--- src/rtl/mem_arbiter_if.sv ---
// rtl/mem_arbiter_if.sv - instruction/data request ports and backing-memory port of the arbiter
interface mem_arbiter_if #(
  parameter int WIDTH = 32
);
  logic             i_req;
  logic [WIDTH-1:0] i_addr;
  logic             i_ready;
  logic             i_rvalid;
  logic [WIDTH-1:0] i_rdata;

  logic             d_req;
  logic             d_we;
  logic [WIDTH-1:0] d_addr;
  logic [WIDTH-1:0] d_wdata;
  logic             d_ready;
  logic             d_rvalid;
  logic [WIDTH-1:0] d_rdata;

  logic             mem_en;
  logic             mem_we;
  logic [WIDTH-1:0] mem_addr;
  logic [WIDTH-1:0] mem_wdata;
  logic [WIDTH-1:0] mem_rdata;
  logic             mem_done;

  modport slave (
    input  i_req, i_addr, d_req, d_we, d_addr, d_wdata, mem_rdata, mem_done,
    output i_ready, i_rvalid, i_rdata, d_ready, d_rvalid, d_rdata,
           mem_en, mem_we, mem_addr, mem_wdata
  );

  modport master (
    output i_req, i_addr, d_req, d_we, d_addr, d_wdata, mem_rdata, mem_done,
    input  i_ready, i_rvalid, i_rdata, d_ready, d_rvalid, d_rdata,
           mem_en, mem_we, mem_addr, mem_wdata
  );
endinterface

--- src/rtl/mem_arbiter.sv ---
// rtl/mem_arbiter.sv - two-requester (instruction/data) arbiter onto one backing memory
// Data side wins by default; starve_cnt bounds how long an instruction refill can wait.
module mem_arbiter #(
  parameter int WIDTH        = 32,
  parameter int STARVE_LIMIT = 4
) (
  input  logic         clk,
  input  logic         rst,
  mem_arbiter_if.slave bus
);
  localparam int CW = $clog2(STARVE_LIMIT + 1);
  localparam logic [CW-1:0] LIMIT = CW'(STARVE_LIMIT);

  typedef enum logic [2:0] {IDLE, BUSY_I, BUSY_D, RESP_I, RESP_D} state_t;

  state_t           state, state_nxt;
  logic [CW-1:0]    starve_cnt, starve_nxt;
  logic [WIDTH-1:0] lat_addr, lat_wdata;
  logic             lat_we;
  logic [WIDTH-1:0] i_rdata_q, d_rdata_q;
  logic             grant_i, grant_d;
  logic             busy;

  always_comb begin
    state_nxt  = state;
    starve_nxt = starve_cnt;
    grant_i    = 1'b0;
    grant_d    = 1'b0;
    case (state)
      IDLE: begin
        if (!bus.i_req)
          starve_nxt = '0;
        // Grants are masked during reset so ready stays low while rst is high.
        if (!rst && bus.d_req && (!bus.i_req || starve_cnt < LIMIT)) begin
          grant_d   = 1'b1;
          state_nxt = BUSY_D;
          if (bus.i_req && starve_cnt != LIMIT)
            starve_nxt = starve_cnt + CW'(1);
        end else if (!rst && bus.i_req) begin
          grant_i    = 1'b1;
          state_nxt  = BUSY_I;
          starve_nxt = '0;
        end
      end
      BUSY_I: if (bus.mem_done) state_nxt = RESP_I;
      BUSY_D: if (bus.mem_done) state_nxt = RESP_D;
      RESP_I: state_nxt = IDLE;
      RESP_D: state_nxt = IDLE;
      default: state_nxt = IDLE;
    endcase
  end

  always_ff @(posedge clk or posedge rst) begin
    if (rst) begin
      state      <= IDLE;
      starve_cnt <= '0;
      lat_addr   <= '0;
      lat_wdata  <= '0;
      lat_we     <= 1'b0;
      i_rdata_q  <= '0;
      d_rdata_q  <= '0;
    end else begin
      state      <= state_nxt;
      starve_cnt <= starve_nxt;
      if (grant_i) begin
        lat_addr  <= bus.i_addr;
        lat_wdata <= '0;
        lat_we    <= 1'b0;
      end else if (grant_d) begin
        lat_addr  <= bus.d_addr;
        lat_wdata <= bus.d_wdata;
        lat_we    <= bus.d_we;
      end
      if (state == BUSY_I && bus.mem_done)
        i_rdata_q <= bus.mem_rdata;
      // A completed write reports zero rather than whatever the memory left on mem_rdata.
      if (state == BUSY_D && bus.mem_done)
        d_rdata_q <= lat_we ? '0 : bus.mem_rdata;
    end
  end

  assign busy = (state == BUSY_I) || (state == BUSY_D);

  assign bus.i_ready   = grant_i;
  assign bus.d_ready   = grant_d;
  assign bus.i_rvalid  = (state == RESP_I);
  assign bus.d_rvalid  = (state == RESP_D);
  assign bus.i_rdata   = i_rdata_q;
  assign bus.d_rdata   = d_rdata_q;
  assign bus.mem_en    = busy;
  assign bus.mem_we    = (state == BUSY_D) && lat_we;
  assign bus.mem_addr  = busy ? lat_addr : '0;
  assign bus.mem_wdata = busy ? lat_wdata : '0;
endmodule

--- src/flat_wrapper.sv ---
// flat-port wrapper written by rule: the top's interface ports become plain ports
module mem_arbiter_flat 
#(
  parameter int WIDTH        = 32,
  parameter int STARVE_LIMIT = 4
)
  (clk, rst, bus_i_req, bus_i_addr, bus_d_req, bus_d_we, bus_d_addr, bus_d_wdata, bus_mem_rdata, bus_mem_done, bus_i_ready, bus_i_rvalid, bus_i_rdata, bus_d_ready, bus_d_rvalid, bus_d_rdata, bus_mem_en, bus_mem_we, bus_mem_addr, bus_mem_wdata);
  mem_arbiter_if #(.WIDTH(WIDTH)) bus_i ();
  input  logic clk;
  input  logic rst;
  input wire logic [$bits(bus_i.i_req)-1:0] bus_i_req;
  input wire logic [$bits(bus_i.i_addr)-1:0] bus_i_addr;
  input wire logic [$bits(bus_i.d_req)-1:0] bus_d_req;
  input wire logic [$bits(bus_i.d_we)-1:0] bus_d_we;
  input wire logic [$bits(bus_i.d_addr)-1:0] bus_d_addr;
  input wire logic [$bits(bus_i.d_wdata)-1:0] bus_d_wdata;
  input wire logic [$bits(bus_i.mem_rdata)-1:0] bus_mem_rdata;
  input wire logic [$bits(bus_i.mem_done)-1:0] bus_mem_done;
  output wire logic [$bits(bus_i.i_ready)-1:0] bus_i_ready;
  output wire logic [$bits(bus_i.i_rvalid)-1:0] bus_i_rvalid;
  output wire logic [$bits(bus_i.i_rdata)-1:0] bus_i_rdata;
  output wire logic [$bits(bus_i.d_ready)-1:0] bus_d_ready;
  output wire logic [$bits(bus_i.d_rvalid)-1:0] bus_d_rvalid;
  output wire logic [$bits(bus_i.d_rdata)-1:0] bus_d_rdata;
  output wire logic [$bits(bus_i.mem_en)-1:0] bus_mem_en;
  output wire logic [$bits(bus_i.mem_we)-1:0] bus_mem_we;
  output wire logic [$bits(bus_i.mem_addr)-1:0] bus_mem_addr;
  output wire logic [$bits(bus_i.mem_wdata)-1:0] bus_mem_wdata;
  assign bus_i.i_req = bus_i_req;
  assign bus_i.i_addr = bus_i_addr;
  assign bus_i.d_req = bus_d_req;
  assign bus_i.d_we = bus_d_we;
  assign bus_i.d_addr = bus_d_addr;
  assign bus_i.d_wdata = bus_d_wdata;
  assign bus_i.mem_rdata = bus_mem_rdata;
  assign bus_i.mem_done = bus_mem_done;
  assign bus_i_ready = bus_i.i_ready;
  assign bus_i_rvalid = bus_i.i_rvalid;
  assign bus_i_rdata = bus_i.i_rdata;
  assign bus_d_ready = bus_i.d_ready;
  assign bus_d_rvalid = bus_i.d_rvalid;
  assign bus_d_rdata = bus_i.d_rdata;
  assign bus_mem_en = bus_i.mem_en;
  assign bus_mem_we = bus_i.mem_we;
  assign bus_mem_addr = bus_i.mem_addr;
  assign bus_mem_wdata = bus_i.mem_wdata;
  mem_arbiter #(.WIDTH(WIDTH), .STARVE_LIMIT(STARVE_LIMIT)) u_core (.clk(clk), .rst(rst), .bus(bus_i));
endmodule
--- config.mk ---
export PLATFORM = sky130hd
export DESIGN_NAME = mem_arbiter_flat
export DESIGN_NICKNAME = d
export VERILOG_FILES = /design/src/rtl/mem_arbiter_if.sv /design/src/rtl/mem_arbiter.sv /design/src/flat_wrapper.sv
export SDC_FILE = /design/constraint.sdc
export NUM_CORES = 1
export LEC_CHECK = 0
export ABC_CLOCK_PERIOD_IN_PS = 4900
export BUFFER_PORTS_ARGS = -buffer_cell sky130_fd_sc_hd__buf_2
export CELL_PAD_IN_SITES_DETAIL_PLACEMENT = 1
export CELL_PAD_IN_SITES_GLOBAL_PLACEMENT = 1
export CORE_ASPECT_RATIO = 1.25
export CORE_UTILIZATION = 36
export DETAILED_ROUTE_END_ITERATION = 12
export PLACE_DENSITY_LB_ADDON = 0.1
export SETUP_SLACK_MARGIN = 0.1
export SKIP_CTS_REPAIR_TIMING = 1
export SYNTH_ARGS = -nofsm -noshare
export SYNTH_HDL_FRONTEND = slang
export SYNTH_SLANG_ARGS = --single-unit
--- constraint.sdc ---
create_clock -name clk -period 4.9 [get_ports clk]
set_clock_uncertainty 0.15 [all_clocks]
set_input_delay 0.245 -clock clk [delete_from_list [all_inputs] [get_ports clk]]
set_output_delay 0.245 -clock clk [all_outputs]
set_load 0.005 [all_outputs]
== Word-level counts from Yosys, hierarchy flattened ==
Cells that the tools add are included.

* Add/sub/neg operators: 1
* Equality and inequality tests: 8
* Div/mod/pow operators: 0
* Bitwise logic cells: 0
* Shift-type cells: 0
* Reductions and logical operators: 14
* Multiplexer cells: 23
* Multipliers: 0
* Order comparisons: 1

{| class="wikitable"
|+ Operators by type and width
! kind !! count
|-
| $mux W32 || 7
|-
| $mux W3 || 8
|-
| $pmux W3 S3 || 1
|-
| $logic_and A1 B1 Y1 || 7
|-
| $mux W1 || 7
|-
| $eq A3 B2 Y1 const B || 2
|-
| $ne A2 B2 Y1 const B || 2
|-
| $add A3 B1 Y3 const B || 1
|-
| $eq A3 B1 Y1 const B || 1
|-
| $eq A3 B3 Y1 const B || 1
|-
| $logic_not A3 Y1 || 1
|-
| $lt A3 B3 Y1 const B || 1
|-
| $ne A3 B1 Y1 const B || 1
|-
| $ne A3 B3 Y1 const B || 1
|-
| $reduce_and A3 Y1 || 1
|-
| $logic_not A1 Y1 || 2
|-
| $logic_or A1 B1 Y1 || 2
|-
| $reduce_bool A2 Y1 || 1
|}

* Bits of input ports: 134
* Memories kept: 0
* Latch bits: 0
* Logic and storage cells: 54
* Bits in read-only memories: 0
* Register bits: 135
* RAM bits: 0

== Depth between registers and ports, before layout ==
Gate-level depths: netlist of run 1.

* Word-level depth: 7
* Depth in mapped cells: 6
* Depth with buffers taken out: 5

== Least setup slack after synthesis of run 1 ==
OpenSTA, ideal clock, no wires.

* Path kind: input to register
* Start: input rst
* End: register u_core.state[1]
* Path slack: 1.306 ns
* Setup time: 0.084 ns
* Arrival time: 3.360 ns
* Cell stages on the path: 3
* Cells stage by stage: inv_1 > nand2_1 > a21oi_1

* Cells in the longest elaborated chain, start to end: 5
* Elaborated cells on any way between the ends: 8
* Classes of those cells: 1 x eq/ne; 2 x mux; 5 x reduce/logical

{| class="wikitable"
|+ Ends and longest elaborated chain
! element !! line !! text
|-
| start: declaration || flat_wrapper.sv:10 || <nowiki>input logic rst;</nowiki>
|-
| $logic_not A1 Y1 (*) || mem_arbiter.sv:34, mem_arbiter.sv:39 ||
|-
| $logic_and A1 B1 Y1 (2 in a row) || mem_arbiter.sv:34 || <nowiki>if (!rst && bus.d_req && (!bus.i_req || starve_cnt < LIMIT)) begin</nowiki>
|-
| $ne A3 B1 Y1 (no source line) or $mux W3 (tied branches) || n/a ||
|-
| $reduce_and A3 Y1 (no source line) or $pmux W3 S3 (tied branches) || n/a ||
|-
| end signal: assignment || mem_arbiter.sv:63 || <nowiki>state <= state_nxt;</nowiki>
|-
| end: declaration || mem_arbiter.sv:16 || <nowiki>state_t state, state_nxt;</nowiki>
|}

Every way passes the cells marked *; elsewhere a longest branch is shown, timed or not.
A chain may end at the register's enable or synchronous reset.

== Final worst setup path of run 1 ==
* Start: register u_core.state[1]
* End: output bus_mem_wdata[26]

* Cells in the longest elaborated chain, start to end: 3
* Elaborated cells on any way between the ends: 4
* Classes of those cells: 2 x eq/ne; 1 x mux; 1 x reduce/logical

{| class="wikitable"
|+ Ends and longest elaborated chain
! element !! line !! text
|-
| $eq A3 B1 Y1 or $eq A3 B2 Y1 (tied branches) || mem_arbiter.sv:82 || <nowiki>assign busy = (state == BUSY_I) || (state == BUSY_D);</nowiki>
|-
| $logic_or A1 B1 Y1 (*) || mem_arbiter.sv:82 ||
|-
| $mux W32 (*) || mem_arbiter.sv:93 || <nowiki>assign bus.mem_wdata = busy ? lat_wdata : '0;</nowiki>
|-
| end: declaration || flat_wrapper.sv:28 || <nowiki>output wire logic [$bits(bus_i.mem_wdata)-1:0] bus_mem_wdata;</nowiki>
|}

Marks and branches as above.

==> results of run 1 <==
## cells in the final DEF, fill, tap and decap left out, types with 2 or more instances in the layout
cell,n
dlygate4sd3_1,71
nand2_1,36
inv_6,2
ha_1,2
mux2_1,5
buf_4,6
a2bb2oi_2,30
inv_1,4
a2bb2oi_1,2
mux2_2,27
and2_1,65
a21oi_1,2
a21boi_0,2
a22o_1,33
dfrtp_1,135
nand3_1,2
o21ai_0,34
clkinv_2,2
clkbuf_16,17
clkinvlp_4,3
nor2_8,2
nor3_1,3
nand2b_1,32
clkinv_4,4
buf_2,267
nor2_1,2
bufinv_16,2
o32ai_1,32
## worst paths after layout
| check | start | end | slack [ns] | cells past startpoint |
|---|---|---|---|---|
| max | u_core.state[1]$_DFFE_PP0P_ | bus_mem_wdata[26] | 1.92 | 4 |
| min | rst | u_core.starve_cnt[1]$_DFFE_PP0N_ | -0.05 | 2 |
| max reg2reg | u_core.state[1]$_DFFE_PP0P_ | u_core.starve_cnt[0]$_DFFE_PP0N_ | 2.42 | 4 |
| min reg2reg | u_core.bus.d_rdata[4]$_DFFE_PP0P_ | u_core.bus.d_rdata[4]$_DFFE_PP0P_ | 0.32 | 2 |
| max in group asynchronous | rst | u_core.bus.d_rdata[19]$_DFFE_PP0P_ | 3.60 | 3 |
| min in group clk | bus_d_addr[14] | u_core.lat_addr[14]$_DFFE_PP0P_ | 0 | 3 |
## state kept, by name, summed over array words and instances (netlist names)
name / cells
u_core.starve_cnt: 3
u_core.bus.i_rdata: 32
u_core.lat_wdata: 32
u_core.lat_addr: 32
u_core.lat_we: 1
u_core.bus.d_rdata: 32
u_core.state: 3
## power breakdown
| part | switching (mW) | internal [mW] | leakage, nW |
|---|---|---|---|
| registers | 0.353 | 1.61 | 1.65 |
| logic | 0.922 | 1.10 | 2.45 |
| clock network | 0.496 | 0.768 | 0.281 |
| total | 1.77 | 3.47 | 4.39 |
## cell type report
type | instances | area, um2 | area share, %
clock inverters | 13 | 147.6 | 1.642
flip-flops and latches | 135 | 3378 | 37.57
diodes | 1 | 2.502 | 0.02783
clock buffers | 19 | 442.9 | 4.926
well taps | 220 | 275.3 | 3.062
multi-input cells | 330 | 2625 | 29.20
inverters | 6 | 27.53 | 0.3062
repair buffers | 344 | 2092 | 23.27
## cell families after synthesis
logic type / count (synthesis) / synth area share (%)
mux: 32 / 5.746
simple gates: 153 / 14.59
xor+xnor: 1 / 0.1397
buf+inv: 53 / 4.669
compound gates: 142 / 20.59
flops: 135 / 53.87
fa+ha+maj: 2 / 0.3990
## metrics by stage
step	worst slack (ns)	power, mW	hold WS, ns
2_1_floorplan	0.8754	3.130	0.2297
3_3_place_gp	2.418	3.888	0.3072
3_5_place_dp	2.287	3.976	0.3220
4_1_cts	1.830	5.273	-0.1275
5_1_grt	1.635	5.616	0.001481
6_report	1.916	5.245	-0.04895
## routing by layer
layer / GRT usage, % / vias to the layer above
li1: - / 2495
met1: 24.62 / 2560
met2: 34.17 / 183
met3: 4.459 / 30
met4: 9.000 / 2
met5: 0 / -
==> results_dict.tcl, run 1 <==
set metrics [dict create \
    cts-htree-levels 4 \
    tns_ns 0 \
    synth_cells 518 \
    die_h_um 149.6 \
    ios 268 \
    routed_via_density 4.934 \
    gp_congestion 0.7395 \
    drv_slew 0 \
    topRoutingLayerUsed "met5" \
    max_freq_mhz 335.1 \
    fin_area_um2 8991 \
    die_w_um 120.1 \
    syn-num-nets 654 \
    dp.cells 964 \
    row_count 53 \
    grt-ovfl-total 0 \
    rsz0062_at_grt "false" \
    finalCriticalPeriod_ns 2.984 \
    yosysSeqAreaShare_pct 53.87 \
    syn_area_um2 6271 \
    post-route-period-util_pct 60.90 \
    leakage_nw 4.388 \
    drc 0 \
    status "finished with violations" \
    relSlewSlack_pct 24.40 \
    async_reset_ff_share_pct 100.0 \
    yosysMostFrequentCell "dfrtp_1" \
    worst_pin_slew_ns 1.134 \
    coreArea_um2 16910 \
    clk_path_buf_depth 2 \
    placed_area_um2 7687 \
    failed_checks "hold timing" \
    cap_violations 0 \
    synth_top_area_share_pct 53.87 \
    start_util_pct 37.08 \
    yosysWarnings 0 \
    hpwl_mm 12.13 \
    met2_length_mm 9.309 \
    drive_above_1_share_pct 43.92 \
    worstPathMaxFanout 65 \
    tritoncts "done" \
    synthTopCellsByArea "dfrtp_1 (54%), a2bb2oi_2 (7.2%), and2_1 (6.5%)" \
    whs_ns -0.04895 \
    ant_nets 0 \
    clkSlewWorstSetupHoldPaths_ns 0.06 \
    drt-total-wl_mm 18.41 \
    cp_num_buf_inv 1 \
    final_cells 1068 \
    crit_slowest_cell "nor2_4" \
    grt_pass1_wl_mm 28.19 \
    antenna_found_initial 2 \
    syn_area_per_cell_um2 12.11 \
    yosysTopAreaCell "dfrtp_1" \
    ys_ff_latch 135 \
    dieArea_um2 17950 \
    first_pass_iters 4 \
    cp.required_ns 4.51 \
    fin_nets 970 \
    synth_edf_count 0 \
    fillCellCount 1875 \
    setup_violations 0 \
    clk_latency_ns 0.41 \
    hold_violations 96 \
    grt_max_degree 96 \
    cpPeakStageDelay_ns 0.85 \
    cts-root-buf "clkbuf_16" \
    worstPathArrival_ns 2.59 \
    drt_iter0_markers 211 \
    vias 5270 \
    power_density_nw_per_um2 583.3 \
    wl_per_cell_um 17.24 \
    clock_sinks 135 \
    synth_ff_type "dfrtp_1" \
    ir_worst_vdd_uv 242.1 \
    cts_buffers 17 \
    io_buffers 267 \
    m1WireLength_mm 7.756 \
    critPathLaunchType "flop" \
    criticalPathCategory "reg2out" \
    utilization_pct 53.17 \
    track_usage_pct 20.22 \
    cp_top_family "simple AND/OR/NAND/NOR gates" \
    yosysUniqueCellTypes 42 \
    cp-end-kind "primary output" \
    synthToLayoutAreaGrowth_pct 43.38 \
    ys_top_cells_by_count "dfrtp_1 (135), and2_1 (65), nand2_1 (36)" \
    grt_pass1_vias 5387 \
    met3_length_um 935 \
    path_cells "xnor2_1 > nor2_4 > and2_1 > buf_2" \
    hold_class "in2async" \
]
No activity file was read; power rests on OpenSTA's default activity.
==> inputs of run 2 (changes only) <==
- ABC_AREA: unset -> 1
- ABC_CLOCK_PERIOD_IN_PS: 4900 -> 2800
- CORE_UTILIZATION: 36 -> 34
- clock period: 4.9 -> 2.8 ns (I/O delays scaled with it)
==> results_dict.tcl, run 2 <==
set metrics [dict create \
    syn_area_per_cell_um2 7.960 \
    drt_iter0_markers 354 \
    syn_area_um2 6376 \
    cp-end-kind "flop" \
    clock_sinks 135 \
    coreArea_um2 18240 \
    cts_buffers 17 \
    first_pass_iters 6 \
    async_reset_ff_share_pct 100.0 \
    yosysSeqAreaShare_pct 52.98 \
    power_mw 9.985 \
    relSlewSlack_pct 37.57 \
    fin_nets 1315 \
    criticalPathCategory "reg2reg" \
    grt_max_degree 72 \
    tritoncts "done" \
    grt_pass1_wl_mm 34.69 \
    wl_per_cell_um 16.93 \
    hold_class "in2reg" \
    cts-htree-levels 4 \
    status "completed" \
    worst_slack_ns 0.2203 \
    dieArea_um2 19310 \
    ios 268 \
    post-route-period-util_pct 92.13 \
    cpPeakStageDelay_ns 0.58 \
    io_buffers 267 \
    grt-ovfl-total 0 \
    crit_slowest_cell "buf_4" \
    synth_top_area_share_pct 52.98 \
    yosysWarnings 0 \
    tns_ns 0 \
    worstPathArrival_ns 2.78 \
    die_h_um 155.1 \
    grt_pass1_vias 6484 \
    cp_top_family "buffers and inverters" \
    worstPathMaxFanout 59 \
    path_cells "inv_2 > nand2_2 > nor2_8 > nand2_2 > buf_4 > nand3_1 > nand3_1 > dlygate4sd3_1" \
    yosys.area_share.xor_xnor_pct 0.1374 \
    drv_slew 0 \
    setup_violations 0 \
    synth_top_family_by_area "simple AND/OR/NAND/NOR gates" \
    cap_violations 0 \
    yosysTopAreaCell "dfrtp_1" \
    hold_violations 0 \
    synthToLayoutAreaGrowth_pct 54.24 \
    critPathLaunchType "flop" \
    synth_ff_type "dfrtp_1" \
    synth_cells 801 \
    ys_ff_latch 135 \
    track_usage_pct 22.57 \
    clkSlewWorstSetupHoldPaths_ns 0.06 \
    drc 0 \
    routed_via_density 4.916 \
    synth_compound_area_share_pct 5.259 \
    power_density_nw_per_um2 1015 \
    synthTopCellsByArea "dfrtp_1 (53%), nand2_1 (12%), nand3_1 (11%)" \
    worst_pin_slew_ns 0.9364 \
    cp.required_ns 3.00 \
    ir_worst_vdd_uv 463.0 \
    clk_path_buf_depth 2 \
    layout_commonest_cell "buf_2" \
    finalCriticalPeriod_ns 2.580 \
    synth_edf_count 0 \
    syn-num-nets 937 \
    max_freq_mhz 387.6 \
    cts-root-buf "clkbuf_16" \
    gp_congestion 0.7707 \
    layout_common_cells "buf_2 (267), nand2_1 (210), nand3_1 (135), dfrtp_1 (135), dlygate4sd3_1 (131)" \
    synthAdderAreaFrac_pct 0.3925 \
    yosys.area_share.simple_pct 32.24 \
    row_count 55 \
    start_util_pct 34.96 \
    cp_num_buf_inv 3 \
    rsz0062_at_grt "false" \
    drt-total-wl_mm 24.06 \
    clk_latency_ns 0.42 \
    yosysUniqueCellTypes 22 \
    hpwl_mm 14.48 \
    synth.area.mux_share_pct 0 \
    die_w_um 124.5 \
    vias 6985 \
    post-place-ws_ns 0.6789 \
    ant_nets 0 \
    ys_top_cells_by_count "nand2_1 (211), dfrtp_1 (135), nand3_1 (135)" \
    antenna_found_initial 0 \
    drive_above_1_share_pct 28.10 \
    leakage_nw 5.353 \
    yosysMostFrequentCell "nand2_1" \
]
-- run 2: changes by cell type in the layout (fill, tap and decap cells not counted), sizes merged, moves of 33 or more --
cell,delta
inv,+74
and2,-65
nand2,+177
nand3,+138
nor2,+69
a22o,-33
dlygate4sd3,+60
-- run 2: worst reg2reg max path: stages, from the launching register on --
cell           delay [ns]
dfrtp_1              0.44
inv_2                0.10
nand2_2              0.14
nor2_8               0.05
nand2_2              0.16
buf_4                0.58
nand3_1              0.18
nand3_1              0.13
dlygate4sd3_1        0.58
-- run 2: power by group --
part,switching (mW),internal (mW),total (mW)
logic,2.40,1.83,4.22
registers,0.472,2.85,3.32
clock network,0.907,1.53,2.44
total,3.77,6.21,9.98
-- run 2: kinds of logic (layout without fill, tap and decap cells) --
logic type                 count (synthesis)  in the layout
adders and majority gates                  2              2
DFF                                      135            135
other                                      0              1
buffers and inverters                    135            526
and+or+nand+nor                          461            461
xor gates and xnor gates                   1              1
AOI/OAI and AO/OA                         67             67
-- run 2: per-layer routing --
metal	track usage, %	up-vias	share of wire, %
met5	0	-	0
met4	6.196	0	1.2
met3	5.365	23	5.5
met2	38.65	196	53
met1	28.39	3438	41
li1	-	3328	-
-- run 2: final timing paths --
path	start	end	slack, ns	depth (start not counted)
hold / removal	bus_d_req	u_core.state[1]$_DFFE_PP0P_	0.05	5
hold reg to reg	u_core.bus.i_rdata[0]$_DFFE_PP0P_	u_core.bus.i_rdata[0]$_DFFE_PP0P_	0.34	2
max in group asynchronous	rst	u_core.starve_cnt[1]$_DFFE_PP0N_	1.37	4
setup reg to reg	u_core.state[1]$_DFFE_PP0P_	u_core.lat_addr[14]$_DFFE_PP0P_	0.22	8
min in group asynchronous	rst	u_core.lat_addr[7]$_DFFE_PP0P_	0.51	4
setup / recovery	u_core.state[1]$_DFFE_PP0P_	u_core.lat_addr[14]$_DFFE_PP0P_	0.22	8
-- run 2: area by class of cell --
class                   instances  area [um2]
repair buffers                417        2803
diodes                          1       2.502
flip-flops and latches        135        3378
fillers                      2280        8402
inverters                      77       294.0
clock buffers                  19       442.9
well taps                     228       285.3
clock inverters                13       193.9
multi-input cells             531        2435
-- run 2: metrics by stage --
stage          util, %  instance area, um2  hold WS [ns]  std cells
6_report         53.93                9834       0.04804       1421
5_1_grt          53.91                9832        0.1124       1420
4_1_cts          46.68                8513       -0.2445       1289
3_5_place_dp     43.19                7876        0.1994       1257
3_3_place_gp     43.19                7876        0.1945       1257
2_1_floorplan        -                6379        0.1068        801
==> inputs of run 3 (changes only) <==
- CELL_PAD_IN_SITES_GLOBAL_PLACEMENT: 1 -> 2
- CORE_ASPECT_RATIO: 1.25 -> 1.1
- CORE_UTILIZATION: 34 -> 26
==> results_dict.tcl, run 3 (synthesis results as in run 2) <==
set metrics [dict create \
    status "completed" \
    diodes 0 \
    dieArea_um2 25150 \
    crit_slowest_cell "dfrtp_1" \
    grt.met2_usage_pct 30.06 \
    fin_nets 1321 \
    vias 6840 \
    power_mw 9.486 \
    pwr-share-comb_pct 41.2 \
    hold_violations 0 \
    power_density_nw_per_um2 953.6 \
    critPathLaunchType "flop" \
    grt_max_degree 57 \
    grt_busiest_layer "met2" \
    layout_commonest_cell "buf_2" \
    cp_top_family "simple AND/OR/NAND/NOR gates" \
    cap_violations 0 \
    drc 0 \
    drv_slew 0 \
    cpMostUsedCell "inv_2" \
    grt_pass1_wl_mm 36.07 \
    ios 268 \
    cp_num_buf_inv 4 \
    sequentialPowerShare_pct 35.0 \
    final-seq-area_um2 3378 \
    criticalPathCategory "reg2out" \
    worstPathMaxFanout 42 \
    whs_ns 0.2142 \
    cp.required_ns 2.51 \
    leakage_nw 5.348 \
    clock_sinks 135 \
    die_w_um 151.3 \
    finalCriticalPeriod_ns 2.479 \
    tritoncts "done" \
    max_freq_mhz 403.4 \
    drt_iter0_markers 222 \
    io_buffers 267 \
    coreArea_um2 23840 \
    row_count 59 \
    cts_buffers 17 \
    hold_class "in2reg" \
    antenna_found_initial 0 \
    gp_congestion 0.7271 \
    ir_worst_vdd_uv 377.0 \
    power_frac_clock_pct 23.7 \
    track_usage_pct 18.63 \
    switching_share_pct 39.55 \
    layout_common_cells "buf_2 (267), nand2_1 (210), nand3_1 (135), dfrtp_1 (135), dlygate4sd3_1 (131)" \
    tns_ns 0 \
    p_sw_mw 3.752 \
    grt_pass1_vias 6579 \
    use_met1_pct 23.73 \
    clkSlewWorstSetupHoldPaths_ns 0.06 \
    routed_via_density 4.551 \
    drive_above_1_share_pct 28.55 \
    ant_nets 0 \
    cp-end-kind "primary output" \
    relSlewSlack_pct 48.22 \
    clk_path_buf_depth 2 \
    post-route-period-util_pct 88.54 \
    cpPeakStageDelay_ns 0.46 \
    cts-root-buf "clkbuf_16" \
    rsz0062_at_grt "false" \
    cts-htree-levels 4 \
    worst_pin_slew_ns 0.7767 \
    fillCellCount 2912 \
    die_h_um 166.2 \
    start_util_pct 26.74 \
    hpwl_mm 16.08 \
    multi_input_area_um2 2435 \
    first_pass_iters 4 \
    path_cells "inv_2 > nand3_2 > nand2_2 > inv_2 > buf_4 > nor2_1 > buf_2" \
    clk_latency_ns 0.41 \
    dp.cells 1339 \
    p_int_mw 5.735 \
    grt-ovfl-total 0 \
    wl_per_cell_um 16.32 \
    final_cells 1503 \
    grtUsageMet3_pct 5.467 \
    setup_violations 0 \
    drt-total-wl_mm 24.53 \
    synthToLayoutAreaGrowth_pct 56.02 \
    worstPathArrival_ns 2.19 \
]
[run 3: area by class of cell]
class / count / share of cell area [%]
inverters: 77 / 2.956
multi-input cells: 531 / 24.47
repair buffers: 423 / 28.88
clock buffers: 17 / 4.276
clock inverters: 15 / 1.622
well taps: 305 / 3.836
flip-flops and latches: 135 / 33.96
[run 3: per-stage QoR]
step | instance area (um2) | setup slack [ns] | utilization [%]
2_1_floorplan | 6379 | 0.5418 | -
3_3_place_gp | 8023 | 0.6386 | 33.65
3_5_place_dp | 8023 | 0.5747 | 33.65
4_1_cts | 8610 | 0.1480 | 36.11
5_1_grt | 9948 | 0.1212 | 41.72
6_report | 9948 | 0.3209 | 41.72
[run 3: worst paths after layout]
path                                                    start                            endpoint  depth (start not counted)  slack (ns)
min reg2reg                u_core.bus.i_rdata[22]$_DFFE_PP0P_  u_core.bus.i_rdata[22]$_DFFE_PP0P_                          2        0.34
min                                              bus_mem_done  u_core.bus.i_rdata[22]$_DFFE_PP0P_                          4        0.21
max in group asynchronous                                 rst  u_core.bus.d_rdata[28]$_DFFE_PP0P_                          4        1.49
min in group asynchronous                                 rst     u_core.lat_addr[16]$_DFFE_PP0P_                          4        0.23
max                               u_core.state[2]$_DFFE_PP0P_                     bus_mem_addr[8]                          7        0.32
max reg2reg                       u_core.state[0]$_DFFE_PP0P_      u_core.lat_addr[5]$_DFFE_PP0P_                          7        0.37
[run 3: layer usage]
layer  up-vias  share of wire, %
li1       3341                 -
met1      3289                45
met2       184                49
met3        26               5.4
met4         0               1.6
met5         -                 0
[run 3: power groups by stage]
stage | sequential, mW | combinational, mW | clock [mW]
finish | 3.32 | 3.91 | 2.25
global route | 3.44 | 4.48 | 2.41
detailed placement | 3.36 | 3.75 | 0
global placement | 3.35 | 3.70 | 0
floorplan | 3.30 | 2.09 | 0
CTS | 3.33 | 3.75 | 2.33
[run 3: tightest hold or removal path: cells and delay by family]
| kind | cells | cell delay, ns |
|---|---|---|
| AO/OA/AOI/OAI | 1 | 0.15 |
| buffers and inverters | 2 | 0.39 |
| AND/OR/NAND/NOR | 1 | 0.05 |
